`config.mk`:
```
export PLATFORM = sky130hd
export DESIGN_NAME = s27_bist_driver
export DESIGN_NICKNAME = d
export VERILOG_FILES = /design/src/rtl/s27_bist_driver.sv
export SDC_FILE = /design/constraint.sdc
export NUM_CORES = 1
export LEC_CHECK = 0
export CORE_ASPECT_RATIO = 0.7
export CORE_MARGIN = 4
export CORE_UTILIZATION = 48
export CTS_BUF_LIST = sky130_fd_sc_hd__clkbuf_4
export CTS_CLUSTER_SIZE = 10
export DETAILED_ROUTE_END_ITERATION = 12
export PLACE_DENSITY_LB_ADDON = 0.2
export SETUP_SLACK_MARGIN = 0.5
export SYNTH_ARGS = -nofsm -noshare
export SYNTH_HDL_FRONTEND = slang
export SYNTH_SLANG_ARGS = --single-unit
```
`constraint.sdc`:
```
create_clock -name CK -period 2.95 [get_ports CK]
set_input_delay 0.885 -clock CK [delete_from_list [all_inputs] [get_ports CK]]
set_output_delay 0.885 -clock CK [all_outputs]
set_load 0.1 [all_outputs]
```
`src/rtl/s27_bist_driver.sv`:
```
// rtl/s27_bist_driver.sv - BIST driver for the s27 benchmark: warm-up, LFSR patterns, CRC-16 signature
// Drives G0..G3, compacts G17 serially and flags pass/fail against a golden signature.
module s27_bist_driver #(
   parameter int unsigned N_PATTERNS = 64,
   parameter int unsigned WARMUP     = 2,
   parameter logic [7:0]  LFSR_SEED  = 8'h01,
   parameter logic [15:0] GOLDEN_SIG = 16'h0000
) (
   input  logic        CK,
   input  logic        RST,
   input  logic        START,
   input  logic        G17,
   output logic        G0,
   output logic        G1,
   output logic        G2,
   output logic        G3,
   output logic        BUSY,
   output logic        DONE,
   output logic        PASS,
   output logic [15:0] SIGNATURE
);

   // An all-zero seed would lock the LFSR, so it is replaced by 8'h01.
   localparam logic [7:0]  SEED      = (LFSR_SEED == 8'h00) ? 8'h01 : LFSR_SEED;
   localparam logic [15:0] LAST_WARM = 16'(WARMUP - 1);
   localparam logic [15:0] LAST_RUN  = 16'(N_PATTERNS - 1);

   typedef enum logic [1:0] {
      ST_IDLE,
      ST_WARM,
      ST_RUN,
      ST_DONE
   } state_t;

   state_t      state, state_d;
   logic [15:0] cnt, cnt_d;
   logic [7:0]  lfsr, lfsr_d;
   logic [15:0] sig, sig_d;
   logic        pass, pass_d;
   logic [3:0]  pattern;
   logic [15:0] sig_step;
   logic [7:0]  lfsr_step;

   assign sig_step  = {sig[14:0], 1'b0} ^ ((sig[15] ^ G17) ? 16'h1021 : 16'h0000);
   assign lfsr_step = {lfsr[6:0], lfsr[7] ^ lfsr[5] ^ lfsr[4] ^ lfsr[3]};

   always_ff @(posedge CK) begin
      if (RST) begin
         state <= ST_IDLE;
         cnt   <= 16'd0;
         lfsr  <= SEED;
         sig   <= 16'h0000;
         pass  <= 1'b0;
      end else begin
         state <= state_d;
         cnt   <= cnt_d;
         lfsr  <= lfsr_d;
         sig   <= sig_d;
         pass  <= pass_d;
      end
   end

   always_comb begin
      state_d = state;
      cnt_d   = cnt;
      lfsr_d  = lfsr;
      sig_d   = sig;
      pass_d  = pass;
      pattern = 4'hF;
      case (state)
         ST_IDLE, ST_DONE: begin
            if (START) begin
               state_d = ST_WARM;
               cnt_d   = 16'd0;
               lfsr_d  = SEED;
               sig_d   = 16'h0000;
               pass_d  = 1'b0;
            end
         end
         ST_WARM: begin
            if (cnt == LAST_WARM) begin
               state_d = ST_RUN;
               cnt_d   = 16'd0;
            end else begin
               cnt_d = cnt + 16'd1;
            end
         end
         ST_RUN: begin
            pattern = lfsr[3:0];
            sig_d   = sig_step;
            lfsr_d  = lfsr_step;
            if (cnt == LAST_RUN) begin
               state_d = ST_DONE;
               // Compare against the signature that includes this last G17 sample.
               pass_d  = (sig_step == GOLDEN_SIG);
            end else begin
               cnt_d = cnt + 16'd1;
            end
         end
         default: begin
            state_d = ST_IDLE;
         end
      endcase
   end

   assign {G3, G2, G1, G0} = pattern;
   assign BUSY      = (state == ST_WARM) || (state == ST_RUN);
   assign DONE      = (state == ST_DONE);
   assign PASS      = pass && (state == ST_DONE);
   assign SIGNATURE = sig;

endmodule

```
==> results of run 1 <==
## stage by stage
step           hold WS (ps)  utilization, %  setup slack [ps]  total power, mW  cells
2_1_floorplan         433.4               -             584.3            1.269    239
6_report              503.8           61.40             620.5            1.817    319
4_1_cts               503.1           60.60             525.6            1.800    315
3_3_place_gp          476.3           58.79             280.9            1.465    307
5_1_grt               525.0           61.40             523.5            1.921    319
3_5_place_dp          481.1           58.79             222.9            1.471    307
## cells by family after synthesis
| kind of cell | after synthesis | synth area share [%] |
|---|---|---|
| AO/OA/AOI/OAI | 62 | 21.44 |
| XOR/XNOR | 6 | 2.502 |
| adder cells (fa/ha/maj) | 6 | 3.573 |
| buffers and inverters | 24 | 4.764 |
| flip-flops | 43 | 40.98 |
| multiplexers | 1 | 0.4765 |
| AND/OR/NAND/NOR | 97 | 26.27 |
## flip-flops by register name, summed over array words and instances, names as in the netlist
name,cells
lfsr,8
SIGNATURE,16
state,2
cnt,16
pass,1
## power groups by stage
| stage | registers [mW] | logic [mW] | clock network, mW |
|---|---|---|---|
| after global routing | 0.658 | 0.923 | 0.340 |
| after detailed placement | 0.662 | 0.810 | 0 |
| after CTS | 0.651 | 0.833 | 0.317 |
| after global placement | 0.661 | 0.804 | 0 |
| after floorplan | 0.708 | 0.561 | 0 |
| final | 0.652 | 0.859 | 0.306 |
## placed cells by master (no fill, tap or decap), drive strengths merged, types with 4 or more instances in the layout
master  instances
and4            4
clkbuf          6
nand4           4
nor2           30
a21o            5
and3            5
dfxtp          43
nand2          13
nor2b           5
nor3            4
a21oi           5
o21ai          12
nor4            6
buf            30
ha              6
a22oi          23
and2            7
inv            11
a22o            7
## layer usage
metal / GRT usage (%) / up-vias / part of all wire, %
li1: - / 926 / -
met1: 27.90 / 878 / 55
met2: 22.73 / 55 / 38
met3: 4.427 / 7 / 6.4
met4: 4.669 / 0 / 0.98
met5: 0 / - / 0
## worst max-delay path, cell delays in order (launching register included)
cell     delay [ps]
dfxtp_2         370
inv_1            90
ha_4            180
or2b_1          270
buf_12          170
## area by class of cell
type	instances	area [um2]
multi-input cells	172	1160
clock buffers	5	37.54
well taps	52	65.06
clock inverters	3	23.77
repair buffers	34	310.3
fillers	379	1569
inverters	10	37.54
flip-flops and latches	43	862.1
## worst max-delay path by stage
| stage | to | slack [ps] | cells past startpoint |
|---|---|---|---|
| global placement | cnt[3] | 280 | 6 |
| CTS | G1 | 530 | 4 |
| detailed placement | cnt[10] | 220 | 6 |
| floorplan | PASS | 580 | 2 |
| global route | G2 | 520 | 4 |
| finish | G0 | 620 | 4 |
## repair_timing
| item | CTS | global route |
|---|---|---|
| resized for setup | 2 | 2 |
| setup buffers | 0 | 4 |
| hold endpoints to repair | 0 | 0 |
| endpoints found under the setup margin | 5 | 16 |
| gates cloned | 0 | 0 |
==> qor.yml, run 1 <==
status: "finished, final reports clean"
synth_edf_count: 0
timing.rr.start: "state[0]"
max_freq_mhz: 429.3
num_vias: 1866
syn_inst: 239
clock-sinks: 43
hold_path_depth: 2
r2r_slack_ps: 790
drt-wirelength-per-cell_um: 14.75
cp-end-kind: "output port"
drt_first_pass_iters: 4
finalNetCount: 276
ys_async_sr_fraction_pct: 0
cts_tree: "built"
r2r_cells: 8
synth-seq-cells: 43
min_path_type: "reg2reg"
cts.clk_slew.worst_paths_ps: 150
final-setup-viol-count: 0
die_area_mm2: 0.005516
die_h_um: 63.35
synth_top_area_share_pct: 40.98
final_area_mm2: 0.002496
ys.warnings.count: 0
grtUsageTotal_pct: 17.56
dp_hpwl_um: 3270
grt_pass1_wl_um: 7728
clock_power_share_pct: 16.8
cts_hold_buf: 0
drtIter0Drc: 117
h-tree-depth: 2
maxCapViolations: 0
critPathLaunch: "state[0]"
numCtsBuffers: 5
post-route-min-period_ps: 2330
setup_tns_ps: 0
r2r_end: "cnt[0]"
critPathArrivalTime_ps: 1440
insertion_delay_ps: 370
pwr-share-seq_pct: 35.9
cp_max_fo: 6
fin_skew_ps: 14.07
wl_um: 4704
initial_utilization_pct: 51.68
synth_common_cells: "dfxtp_1 (43), nor2_1 (30), a22oi_1 (23)"
drc: 0
syn2layout_area_growth_pct: 18.82
num_rows: 19
io_buffer_count: 26
p_switching_mw: 0.8257
cts.path.max_buffers: 2
syn_nets: 249
vias_per_cell: 5.850
start_kind: "flop"
p_leak_nw: 1.063
period_share_pct: 78.97
grt_pass1_vias: 1642
hold_viol_final: 0
drive_gt1_share_pct: 19.10
io_pins: 27
yosysUniqueCellTypes: 46
antenna_left: 0
cp.required_ps: 2070
slew_violations: 0
synth_top_area_cell: "dfxtp_1"
routabilityCongestion: 0.8255
synth_area_mm2: 0.002101
syn_area_per_cell_um2: 8.790
dominantRegCellSynth: "dfxtp_1"
grt_max_degree: 28
p_per_area_mw_per_mm2: 727.8
critical_path_class: "reg2out"
fp.dieW_um: 87.07
core_mm2: 0.004065
p_int_mw: 0.9910
pwr-share-comb_pct: 47.3
swShare_pct: 45.45
antenna_cells: 0
cts.root.buffer_cell: "clkbuf_4"
grt_setup_unrepaired: "false"
yosysSeqAreaShare_pct: 40.98
relSlewSlack_pct: 44.54
grt_overflow: 0
holdPathEnd: "pass"
min_from: "pass"
placed_area_mm2: 0.002390
grt_antenna_before_repair: 0
worst_pin_slew_ps: 831.9
yosys-top-cells-area: "dfxtp_1 (41%), a22oi_1 (8.2%), nor2_1 (5.4%)"
synth_most_common_cell: "dfxtp_1"
ir_drop_v: 0.0007467
(Power assumes the default switching activity.)
==> inputs of run 2 (changes only) <==
==> constraint.sdc (replaced) <==
create_clock -name CK -period 2.16 [get_ports CK]
set_input_delay 0.648 -clock CK [delete_from_list [all_inputs] [get_ports CK]]
set_output_delay 0.648 -clock CK [all_outputs]
set_load 0.1 [all_outputs]
==> qor.yml, run 2 (synthesis gave the netlist of run 1 again) <==
status: "finished, final reports clean"
io_pins: 27
r2r_slack_ps: 90
layout_commonest_cell: "nor2_1"
syn2layout_area_growth_pct: 69.33
period_share_pct: 97.63
post-route-min-period_ps: 2109
fp.dieW_um: 87.07
p_per_area_mw_per_mm2: 1025
met1_length_um: 3499
antenna_cells: 0
drt_first_pass_iters: 7
min_from: "SIGNATURE[3]"
num_rows: 19
max_freq_mhz: 474.2
r2r_cells: 8
timing.rr.start: "state[0]"
p_leak_nw: 1.424
drtIter0Drc: 304
routabilityCongestion: 0.8977
wl_um: 8814
final-setup-viol-count: 0
vias_per_cell: 6.855
power_mw: 3.646
worst_pin_slew_ps: 494.9
cts_tree: "built"
cts_hold_buf: 0
die_area_mm2: 0.005516
cts.clk_slew.worst_paths_ps: 140
start_kind: "flop"
initial_utilization_pct: 51.68
relSlewSlack_pct: 66.90
slew_violations: 0
die_h_um: 63.35
grt_max_degree: 28
grt_antenna_before_repair: 0
top_layer: "met4"
grt_overflow: 0
grt_pass1_wl_um: 9853
insertion_delay_ps: 380
grt_setup_unrepaired: "true"
ir_drop_v: 0.001054
core_mm2: 0.004065
cts.path.max_buffers: 2
cp-end-kind: "output port"
min_path_type: "reg2reg"
wl_met3_um: 938
fin_skew_ps: 13.83
hold_viol_final: 0
final_cell_mix: "nor2_1 (29), buf_12 (24), a22oi_2 (23)"
dp_hpwl_um: 3707
final_area_mm2: 0.003557
drc: 0
clock-sinks: 43
hold_path_depth: 2
num_vias: 2413
h-tree-depth: 2
wl_met2_um: 3918
grt_pass1_vias: 1918
numCtsBuffers: 5
finalNetCount: 310
grtUsageTotal_pct: 22.96
fillers: 171
critical_path_class: "reg2out"
cp.required_ps: 1510
drive_gt1_share_pct: 53.67
drt-wirelength-per-cell_um: 25.04
cp_max_fo: 3
antenna_left: 0
placed_area_mm2: 0.002738
maxCapViolations: 0
cts.root.buffer_cell: "clkbuf_4"
holdPathEnd: "SIGNATURE[4]"
critPathArrivalTime_ps: 1460
io_buffer_count: 26
r2r_end: "cnt[0]"
[run 2: cell types whose count changed in the layout (fill, tap and decap cells not counted), moves of 6 or more]
cell / previous run / this run
o21ai_1: 10 / 3
buf_4: 26 / 17
dfxtp_4: 0 / 6
a22oi_2: 0 / 23
buf_6: 0 / 19
a22oi_1: 23 / 0
buf_12: 4 / 24
dfxtp_1: 42 / 21
o21ai_2: 1 / 8
dfxtp_2: 1 / 16
[run 2: final cells by class]
| cell class | count | area (um2) | share of cell area (%) |
|---|---|---|---|
| sequential | 43 | 903.4 | 25.40 |
| timing repair buffer | 68 | 984.7 | 27.68 |
| clock buffer | 5 | 37.54 | 1.055 |
| clock inverter | 2 | 8.758 | 0.2462 |
| multi-input combinational | 172 | 1511 | 42.49 |
| tap | 52 | 65.06 | 1.829 |
| inverter | 10 | 46.29 | 1.301 |
[run 2: worst max-delay path, stage by stage, from the launching register on]
cell	delay, ps
dfxtp_4	390
inv_4	40
ha_4	300
clkinvlp_4	150
buf_12	200
[run 2: what timing repair did]
item / in CTS / in global routing
endpoints found under the setup margin: 41 / 54
pin swaps: 11 / 37
buffers inserted: 14 / 7
gates cloned: 1 / 6
gates resized for setup: 54 / 67
[run 2: routing by layer]
layer,vias up,GRT usage (%)
li1,988,-
met2,204,34.94
met4,0,9.144
met1,1163,31.37
met5,-,0
met3,58,4.948
[run 2: through the flow]
stage | cells | hold WS [ps] | worst slack [ps] | setup TNS, ps | util (%)
final | 352 | 554.2 | 51.15 | 0 | 87.50
after global routing | 352 | 593.2 | -1.368 | -1.368 | 87.50
after CTS | 339 | 494.7 | 101.1 | 0 | 76.73
after detailed placement | 317 | 476.8 | -73.96 | -120.2 | 67.34
after global placement | 317 | 464.1 | -42.36 | -42.36 | 67.34
after floorplan | 239 | 438.2 | 136.2 | 0 | -
[run 2: power by group]
group / total [mW] / switching [mW] / internal (mW)
clock network: 0.402 / 0.286 / 0.116
logic: 2.31 / 1.28 / 1.04
registers: 0.930 / 0.0790 / 0.851
[run 2: how the worst max path moves through the flow]
stage / startpoint / endpoint / depth (start not counted) / slack, ps
2_1_floorplan: state[0] / cnt[12] / 7 / 140
3_3_place_gp: START / cnt[0] / 6 / -40
3_5_place_dp: START / cnt[0] / 6 / -70
4_1_cts: state[0] / G2 / 4 / 100
5_1_grt: cnt[12] / cnt[12] / 6 / -1
6_report: state[0] / BUSY / 4 / 50
==> inputs of run 3 (changes only) <==
--- a/config.mk
+++ b/config.mk
@@ -5,6 +5,7 @@
 export SDC_FILE = /design/constraint.sdc
 export NUM_CORES = 1
 export LEC_CHECK = 0
+export CAP_MARGIN = 5
 export CORE_ASPECT_RATIO = 0.7
 export CORE_MARGIN = 4
 export CORE_UTILIZATION = 48
@@ -13,6 +14,7 @@
 export DETAILED_ROUTE_END_ITERATION = 12
 export PLACE_DENSITY_LB_ADDON = 0.2
 export SETUP_SLACK_MARGIN = 0.5
+export SLEW_MARGIN = 20
 export SYNTH_ARGS = -nofsm -noshare
 export SYNTH_HDL_FRONTEND = slang
 export SYNTH_SLANG_ARGS = --single-unit
==> constraint.sdc (replaced) <==
create_clock -name CK -period 2.16 [get_ports CK]
set_input_delay 0.216 -clock CK [delete_from_list [all_inputs] [get_ports CK]]
set_output_delay 0.216 -clock CK [all_outputs]
set_load 0.1 [all_outputs]
==> qor.yml, run 3 (synthesis gave the netlist of run 1 again) <==
grt_overflow: 0
cts.path.max_buffers: 2
cp.required_ps: 2450
critical_path_class: "reg2reg"
grt_max_degree: 28
grt_setup_unrepaired: "true"
fin_skew_ps: 6.439
grtUsageTotal_pct: 21.21
clock-sinks: 43
timing.rr.start: "cnt[0]"
ir_drop_v: 0.001166
p_per_area_mw_per_mm2: 1014
r2r_slack_ps: 200
r2r_end: "cnt[0]"
io_buffer_count: 26
drc: 0
post-route-min-period_ps: 1957
maxCapViolations: 0
num_vias: 2021
insertion_delay_ps: 360
cp-end-kind: "flop"
max_freq_mhz: 510.9
finalNetCount: 296
drive_gt1_share_pct: 38.68
initial_utilization_pct: 51.68
grt_pass1_wl_um: 9177
endpoint: "cnt[0]"
cts_tree: "built"
wl_um: 5677
status: "finished, final reports clean"
layout_commonest_cell: "buf_4"
start_kind: "flop"
numCtsBuffers: 5
dp_hpwl_um: 3506
die_area_mm2: 0.005516
final_cell_mix: "buf_4 (37), dfxtp_1 (33), nor2_1 (28)"
relSlewSlack_pct: 66.27
hold_viol_final: 0
routabilityCongestion: 0.8367
fp.dieW_um: 87.07
grt_pass1_vias: 1810
critPathLaunch: "cnt[0]"
drtIter0Drc: 190
critPathArrivalTime_ps: 2250
die_h_um: 63.35
drt_first_pass_iters: 5
drt-wirelength-per-cell_um: 16.75
cts.root.buffer_cell: "clkbuf_4"
num_rows: 19
power_mw: 2.940
final-setup-viol-count: 0
worst_pin_slew_ps: 504.2
antenna_left: 0
p_leak_nw: 1.232
slew_violations: 0
setup_tns_ps: 0
grt_antenna_before_repair: 0
core_mm2: 0.004065
min_path_type: "reg2reg"
cp_max_fo: 6
r2r_cells: 6
period_share_pct: 90.62
vias_per_cell: 5.962
h-tree-depth: 2
io_pins: 27
cts.clk_slew.worst_paths_ps: 130
syn2layout_area_growth_pct: 38.00
antenna_cells: 0
[run 3: metal layers]
metal	global-route usage [%]	routed length [um]	up-vias
met1	32.64	2791	967
met4	7.977	100	0
met5	0	0	-
met2	27.65	2416	79
met3	5.208	369	11
li1	-	-	964
[run 3: how the worst min path moves through the flow]
stage | from | cells after the start | end | slack (ps)
2_1_floorplan | RST | 2 | lfsr[0] | 370
3_5_place_dp | pass | 2 | pass | 480
6_report | lfsr[6] | 2 | lfsr[7] | 510
5_1_grt | RST | 2 | cnt[0] | 500
4_1_cts | RST | 2 | cnt[0] | 470
3_3_place_gp | pass | 2 | pass | 480
[run 3: worst max-delay path, cell delays in order (launching register included)]
cell and delay (ps):
dfxtp_4 390, ha_2 210, and4_4 200, and4_4 200, or2_4 270, or4_4 430, a21oi_1 190
[run 3: where the power goes]
group | total [mW] | leakage, nW | internal, mW | switching (mW)
logic | 1.52 | 0.834 | 0.597 | 0.924
registers | 0.900 | 0.353 | 0.848 | 0.0523
clock network | 0.518 | 0.0452 | 0.244 | 0.274
[run 3: what timing repair did]
item                                    CTS  global route
hold buffers                              0             0
buffers inserted                         11             5
gates cloned                              1             0
pin swaps                                22            16
endpoints found under the hold margin     0             0
endpoints found under the setup margin   47            43
gates resized for setup                  36            26
[run 3: final cells by class]
class | count | area (um2)
multi-input cells | 172 | 1308
fillers | 301 | 1166
flip-flops and latches | 43 | 885.9
repair buffers | 54 | 515.5
well taps | 52 | 65.06
clock inverters | 3 | 43.79
inverters | 10 | 43.79
clock buffers | 5 | 37.54
[run 3: through the flow]
stage	utilization (%)	cells	worst slack [ps]	instance area (um2)	hold slack (ps)
detailed placement	59.40	314	130.2	2415	479.1
finish	71.31	339	202.6	2899	512.6
CTS	67.71	334	336.6	2753	465.5
global placement	59.40	314	135.8	2415	478.8
floorplan	-	239	117.8	2130	369.2
global route	71.31	339	150.7	2899	504.4
